### config.mk
export PLATFORM = sky130hd
export DESIGN_NAME = lcd_cmd_scheduler
export DESIGN_NICKNAME = d
export VERILOG_FILES = /design/src/rtl/lcd_cmd_scheduler.sv
export SDC_FILE = /design/constraint.sdc
export NUM_CORES = 1
export LEC_CHECK = 0
export ABC_AREA = 1
export BUFFER_PORTS_ARGS = -buffer_cell sky130_fd_sc_hd__clkbuf_2
export CORE_UTILIZATION = 55
export DETAILED_ROUTE_END_ITERATION = 10
export PLACE_DENSITY = 0.84
export SLEW_MARGIN = 20
export SYNTH_ARGS = -nofsm -noshare
export SYNTH_HDL_FRONTEND = slang
export SYNTH_SLANG_ARGS = --single-unit
### constraint.sdc
create_clock -name clk -period 2.21 [get_ports clk]
set_input_delay 0.3315 -clock clk [delete_from_list [all_inputs] [get_ports clk]]
set_output_delay 0.3315 -clock clk [all_outputs]
set_load 0.05 [all_outputs]
### src/rtl/lcd_cmd_scheduler.sv
// Command scheduler in front of the 8x8 image display controller: buffers host opcodes in a FIFO
// and issues them one at a time as cmd_valid strobes while the controller is idle.
//
// state  | meaning
// -------+-----------------------------------------------------------------
// INIT   | waiting for the controller's image load (busy) to finish
// IDLE   | controller idle, waiting for a queued command
// ISSUE  | drive cmd/cmd_valid from the FIFO head, pop, count the issue
// GUARD  | ignore busy while the controller raises it after an issue
// WAIT   | controller executing, wait for busy to fall
// DRAIN  | Write issued, wait for done then report sched_done
module lcd_cmd_scheduler #(
    parameter int DEPTH   = 8,
    parameter int MAX_CMD = 11,
    parameter int GUARD   = 1
) (
    input  logic                     clk,
    input  logic                     reset,
    input  logic [3:0]               host_cmd,
    input  logic                     host_valid,
    output logic                     host_ready,
    output logic [3:0]               cmd,
    output logic                     cmd_valid,
    input  logic                     busy,
    input  logic                     done,
    output logic [$clog2(DEPTH):0]   q_count,
    output logic [7:0]               issued_cnt,
    output logic                     err_illegal,
    output logic                     sched_done
);

    localparam int AW = $clog2(DEPTH);

    typedef enum logic [2:0] {
        S_INIT,
        S_IDLE,
        S_ISSUE,
        S_GUARD,
        S_WAIT,
        S_DRAIN
    } state_t;

    state_t          state;
    logic [3:0]      mem [DEPTH];
    logic [AW-1:0]   wr_ptr;
    logic [AW-1:0]   rd_ptr;
    logic            wr_lock;
    logic [7:0]      gcnt;
    logic            full;
    logic            offer;
    logic            legal;
    logic            push;
    logic            pop;

    assign full       = (q_count == (AW+1)'(DEPTH));
    assign host_ready = !full && !wr_lock;
    assign offer      = host_valid && host_ready;
    assign legal      = (host_cmd <= 4'(MAX_CMD));
    assign push       = offer && legal;
    assign pop        = (state == S_ISSUE);

    // Storage needs no reset: occupancy and pointers define which entries are live.
    always_ff @(posedge clk) begin
        if (push) begin
            mem[wr_ptr] <= host_cmd;
        end
    end

    always_ff @(posedge clk or posedge reset) begin
        if (reset) begin
            wr_ptr      <= '0;
            rd_ptr      <= '0;
            q_count     <= '0;
            err_illegal <= 1'b0;
        end else begin
            err_illegal <= offer && !legal;
            if (push) begin
                wr_ptr <= wr_ptr + 1'b1;
            end
            if (pop) begin
                rd_ptr <= rd_ptr + 1'b1;
            end
            case ({push, pop})
                2'b10:   q_count <= q_count + 1'b1;
                2'b01:   q_count <= q_count - 1'b1;
                default: q_count <= q_count;
            endcase
        end
    end

    always_ff @(posedge clk or posedge reset) begin
        if (reset) begin
            state      <= S_INIT;
            cmd        <= 4'd0;
            cmd_valid  <= 1'b0;
            issued_cnt <= 8'd0;
            sched_done <= 1'b0;
            wr_lock    <= 1'b0;
            gcnt       <= 8'd0;
        end else begin
            cmd_valid  <= 1'b0;
            sched_done <= 1'b0;
            // Write is terminal: lock out the host until its completion is reported.
            if (push && host_cmd == 4'd0) begin
                wr_lock <= 1'b1;
            end
            case (state)
                S_INIT: begin
                    if (!busy) begin
                        state <= S_IDLE;
                    end
                end
                S_IDLE: begin
                    if (q_count != '0 && !busy) begin
                        state <= S_ISSUE;
                    end
                end
                S_ISSUE: begin
                    cmd       <= mem[rd_ptr];
                    cmd_valid <= 1'b1;
                    if (issued_cnt != 8'hFF) begin
                        issued_cnt <= issued_cnt + 8'd1;
                    end
                    gcnt  <= 8'(GUARD);
                    state <= S_GUARD;
                end
                S_GUARD: begin
                    if (gcnt == 8'd0) begin
                        state <= (cmd == 4'd0) ? S_DRAIN : S_WAIT;
                    end else begin
                        gcnt <= gcnt - 8'd1;
                    end
                end
                S_WAIT: begin
                    if (!busy) begin
                        state <= S_IDLE;
                    end
                end
                S_DRAIN: begin
                    if (done) begin
                        sched_done <= 1'b1;
                        wr_lock    <= 1'b0;
                        state      <= S_INIT;
                    end
                end
                default: state <= S_INIT;
            endcase
        end
    end

endmodule

# After elaboration in Yosys (flattened, before gate mapping)
# Memory sizes are Yosys's and may differ from the RTL's. A register that Yosys moved wholly into a read port is not among the register bits.
# Index checks and enable logic that the tools add are counted.
# classes
addsub	6
n_lt_le_gt_ge	1
eq_ne	14
muxes	17
reduce_logical	21
# op_table
cell	count
$pmux W8 S2	1
$pmux W3 S5	1
$mux W3	4
$ne A2 B2 Y1 const B	5
$mux W1	9
$add A8 B1 Y8 const B	1
$logic_not A4 Y1	2
$logic_not A8 Y1	1
$mux W8	1
$ne A8 B8 Y1 const B	1
$pmux W4 S2	1
$sub A8 B1 Y8 const B	1
$add A3 B1 Y3 const B	2
$eq A3 B2 Y1 const B	2
$eq A3 B3 Y1 const B	2
$logic_and A1 B1 Y1	6
$add A4 B1 Y4 const B	1
$eq A4 B4 Y1 const B	1
$le A4 B4 Y1 const B	1
$logic_not A1 Y1	4
$reduce_and A2 Y1	2
$reduce_and A4 Y1	1
$reduce_bool A2 Y1	2
$reduce_bool A4 Y1	1
other kinds (6)	6
# totals
reg_bits	33
mem_bits_rw	32
out_inout_bits	20
elab_cells	70
memories	1
# memory_table
memory	words	width	read_ports	rd_ports_with_merged_regs	wr	line	rtl
mem	8	4	1	1	1	44	logic [3:0] mem [DEPTH];

# Longest topological paths before layout
# depth
ltp_word	9
mapped_depth	13
ltp_nobuf	12

# Least setup slack after synthesis
# OpenSTA, ideal clock, no wires.
# synth_path
path_type	reg2reg
startpoint	reg q_count[2]
endpoint	reg q_count[2]
setup_ns	0.083
t_arrival_ns	2.636
required_time_ns	2.127
slack_ns	-0.509
path_stages_with_launch	12
path_buffers	0
synth_period_minus_slack_ns	2.719
cell_sequence	dfrtp_1 inv_1 a31oi_4 nand3_2 ha_1 nand2_1 inv_1 nor2_1 ha_1 a21oi_1 xor2_1 o21ai_0
# synth_via
elab_chain_cells	7
word_cells_on_any_way	11
classes_between	add/sub: 2; eq/ne: 3; mux: 1; reduce/logical: 5
# synth_lines
element	line	rtl
start, declared	26	output logic [$clog2(DEPTH):0] q_count,
start signal, assigned	84	2'b10: q_count <= q_count + 1'b1;
start signal, assigned	85	2'b01: q_count <= q_count - 1'b1;
start signal, assigned	86	default: q_count <= q_count;
$eq A4 B4 Y1 *	55	assign full = (q_count == (AW+1)'(DEPTH));
$logic_not A1 Y1 *	56	assign host_ready = !full && !wr_lock;
$logic_and A1 B1 Y1 *	56	
via host_ready	21	output logic host_ready,
$logic_and A1 B1 Y1 *	57	assign offer = host_valid && host_ready;
$logic_and A1 B1 Y1 *	59	assign push = offer && legal;
$eq A2 B1 Y1 or $eq A2 B2 Y1 (tied branches)	83	case ({push, pop})
$pmux W4 S2 or $reduce_bool A2 Y1 (tied branches)	-	
# The timed path passes the listed nets; every way through them passes the cells marked *.
# A chain may end at the register's enable or synchronous reset.

# Worst setup path in the final report
# layout_path
startpoint	reg q_count[1]
endpoint	reg q_count[2]
# layout_via
elab_chain_cells	7
word_cells_on_any_way	11
classes_between	add/sub: 2; eq/ne: 3; mux: 1; reduce/logical: 5
# layout_lines
element	line
$eq A4 B4 Y1	55
$logic_not A1 Y1	56
$logic_and A1 B1 Y1	56
$logic_and A1 B1 Y1	57
$logic_and A1 B1 Y1	59
$eq A2 B1 Y1 or $eq A2 B2 Y1 (tied branches)	83
$pmux W4 S2 or $reduce_bool A2 Y1 (tied branches)	-
# Several ways; a longest one is shown, not always the timed one.

==> reports/qor.txt <==
Diode count: 0
Leak: 1.68 nW
Fill cell count: 404
Setup Buffers After CTS: 0
TritonCTS clock tree: built
Combinational power share: 44.6%
Critical Path Stages: 11
Most frequent cells in the layout: nand2_1, nor2_1, dfrtp_1
Switching share of power: 45.7%
# nets final: 410
Post_cts resized: 0
Layout cells sized above 1: 19.3%
Post-DP HPWL: 4.43 mm
Inst Count DP: 454
Critical Path Source Type: flip-flop
FF-to-FF path depth: 11
P_int: 2.98 mW
Slowest CP cell: dfrtp_4
CORE AREA: 5640 um2
GPL Wtd Cong: 0.842
Die area: 6280 um2
Worst-path clk slew: 0.07 ns
Post-Route WL: 6.43 mm
EDFF count, synth: 32
Vias in the first global route: 2,386
Final Cycle Share: 89.2%
Clk Latency, worst-skew pair: 0.35 ns
Starting Density: 58.2%
Cts hold-fix bufs: 0
Drt first-iter violations: 165
PnR worst setup slack: 0.238 ns
Syn nets: 369
Crit Path Category: flip-flop to flip-flop
Bufs on Longest Clock Path: 2
Sink Count: 69
Max Clk Rate: 507 MHz
Slew Viols, Final: 0
Crit-path cells: nor2_4, a31oi_4, nand3_4, ha_4, nand2_2, inv_2, nor2_4, ha_4, a21oi_2, xor2_1, o21ai_1
Clk_skew: 0.00816 ns
Sw Pwr: 2.51 mW
Post-Synthesis Cells: 352
Num CTS Buffers: 9
Cell Area, Synth: 3280 um2
Tmin final: 1.97 ns
Max Cap Viol: 0
GRT Max-Usage Layer: met2
Remaining Overflow, GRT: 0
Worst Setup End Kind: flip-flop
Sequential power share: 36.8%
Core Rows: 27
Yosys reg bits: 69
Met3 usage: 7.24%
Avg Cell Area, Syn: 9.32 um2
Worst Path Buf+Inv: 1
Slew @ Worst Pin: 0.726 ns
Max FO, Critical Path: 11
Sum Neg Setup Slack: 0 ns
Layout Area Growth over Synthesis: 16.2%
Root buffer cell: clkbuf_8
CP required: 2.48 ns
Pin count of the biggest net entering global routing: 20
Yosys warning total: 0
Avg Vias per Cell: 5.23
Pre-CTS setup slack: 0.247 ns
CP max stage delay: 0.49 ns
Vias after detailed routing: 2,457
Hold Crit Class: input pin to asynchronous set/reset pin
Non-filler cells, final: 470
H-tree level count: 3
Post-layout util: 67.6%
Number of buffers added on ports: 28
First-pass GRT wire length: 11.0 mm
WP data arrival: 2.24 ns
Antenna Nets Post-Route: 0
Slew margin rel.: 51.5%
Outcome: completed
DRC Markers: 0
WHS: 0.0738 ns
RSZ-0062 raised after global routing: false
Async set or reset register ratio after synthesis: 53.6%
Ys flop type: dfrtp_1
Met2 usage in global routing: 38.1%
Unique masters post-synth: 31
Endpoints failing hold: 0
Met1 capacity usage during global routing: 28.7%
Final setup fails: 0
Worst R2R Setup Slack: 0.24 ns
GRT Overall Usage: 23.9%
# IOs: 29
Power Density: 1440 nW/um2
Clock share of power: 18.6%
Crit-path leading delay family: flip-flops
Seq/Total Area, Yosys: 57.5%
Antenna violations before repair: 0
Avg WL per Cell: 13.7 um
Commonest non-fill, non-tap cell in the layout: nand2_1
Die height: 79.2 um
Die X-Extent: 79.2 um
Highest ir drop seen on vdd: 0.997 mV
DRT Pass-1 Iters: 5
## synth_stat cells, drive strengths merged (5+ instances only)
library cell | n | share of area, %
edfxtp | 32 | 29
ha | 8 | 3.1
xor2 | 7 | 1.9
dfrtp | 37 | 28
inv | 36 | 4.2
nor3 | 8 | 1.4
nor2 | 61 | 7.4
nand2 | 79 | 9.4
o21ai | 33 | 5.4
nand4 | 5 | 0.95
nand3 | 24 | 4.0
## metrics by stage
stage               total power, mW  cell area [um2]
CTS                            5.52             3810
global placement               4.37             3610
global route                   5.91             3810
detailed placement             4.46             3610
floorplan                      3.93             3350
finish                         5.49             3810
## kinds of logic (layout without fill, tap and decap cells)
| kind of cell | Yosys count | count (layout) | share of synthesized area, % |
|---|---|---|---|
| adders and majority gates | 8 | 8 | 3.05 |
| xor gates and xnor gates | 10 | 10 | 2.67 |
| DFF | 69 | 69 | 57.5 |
| AOI/OAI and AO/OA | 42 | 42 | 7.55 |
| buffers and inverters | 41 | 87 | 5.07 |
| and+or+nand+nor | 182 | 182 | 24.2 |
## layer usage
| layer | vias up | wire, um |
|---|---|---|
| li1 | 1242 | - |
| met1 | 1124 | 2800 |
| met2 | 71 | 3040 |
| met3 | 20 | 387 |
| met4 | 0 | 201 |
| met5 | - | 0 |
## registers in the layout, indices dropped and copies added (netlist names)
signal and cells:
gcnt 8, mem 32, sched_done 1, state 3, err_illegal 1, wr_ptr 3, rd_ptr 3, cmd_valid 1
cmd 4, wr_lock 1, issued_cnt 8, q_count 4
## final timing paths
path,startpoint,end
setup / recovery,q_count[1],q_count[2]
hold / removal,reset,gcnt[5]
setup reg to reg,q_count[1],q_count[2]
hold reg to reg,cmd[2],cmd[2]
max in group asynchronous,reset,cmd_valid
min in group clk,done,sched_done
## power groups by stage
| stage | logic, mW | clock network [mW] | registers [mW] |
|---|---|---|---|
| 2_1_floorplan | 1.54 | 0 | 2.39 |
| 3_3_place_gp | 2.35 | 0 | 2.01 |
| 3_5_place_dp | 2.43 | 0 | 2.04 |
| 4_1_cts | 2.46 | 1.04 | 2.02 |
| 5_1_grt | 2.75 | 1.10 | 2.07 |
| 6_report | 2.45 | 1.02 | 2.02 |
## cell type report
type / instances / area, um2 / share of cell area, %
clock buffer: 14 / 194 / 5.09
inverter: 36 / 138 / 3.61
timing repair buffer: 35 / 193 / 5.05
tap: 72 / 90.1 / 2.36
sequential: 69 / 1900 / 49.7
clock inverter: 2 / 12.5 / 0.328
multi-input combinational: 242 / 1290 / 33.8
Power figures use the tool's default switching activity.
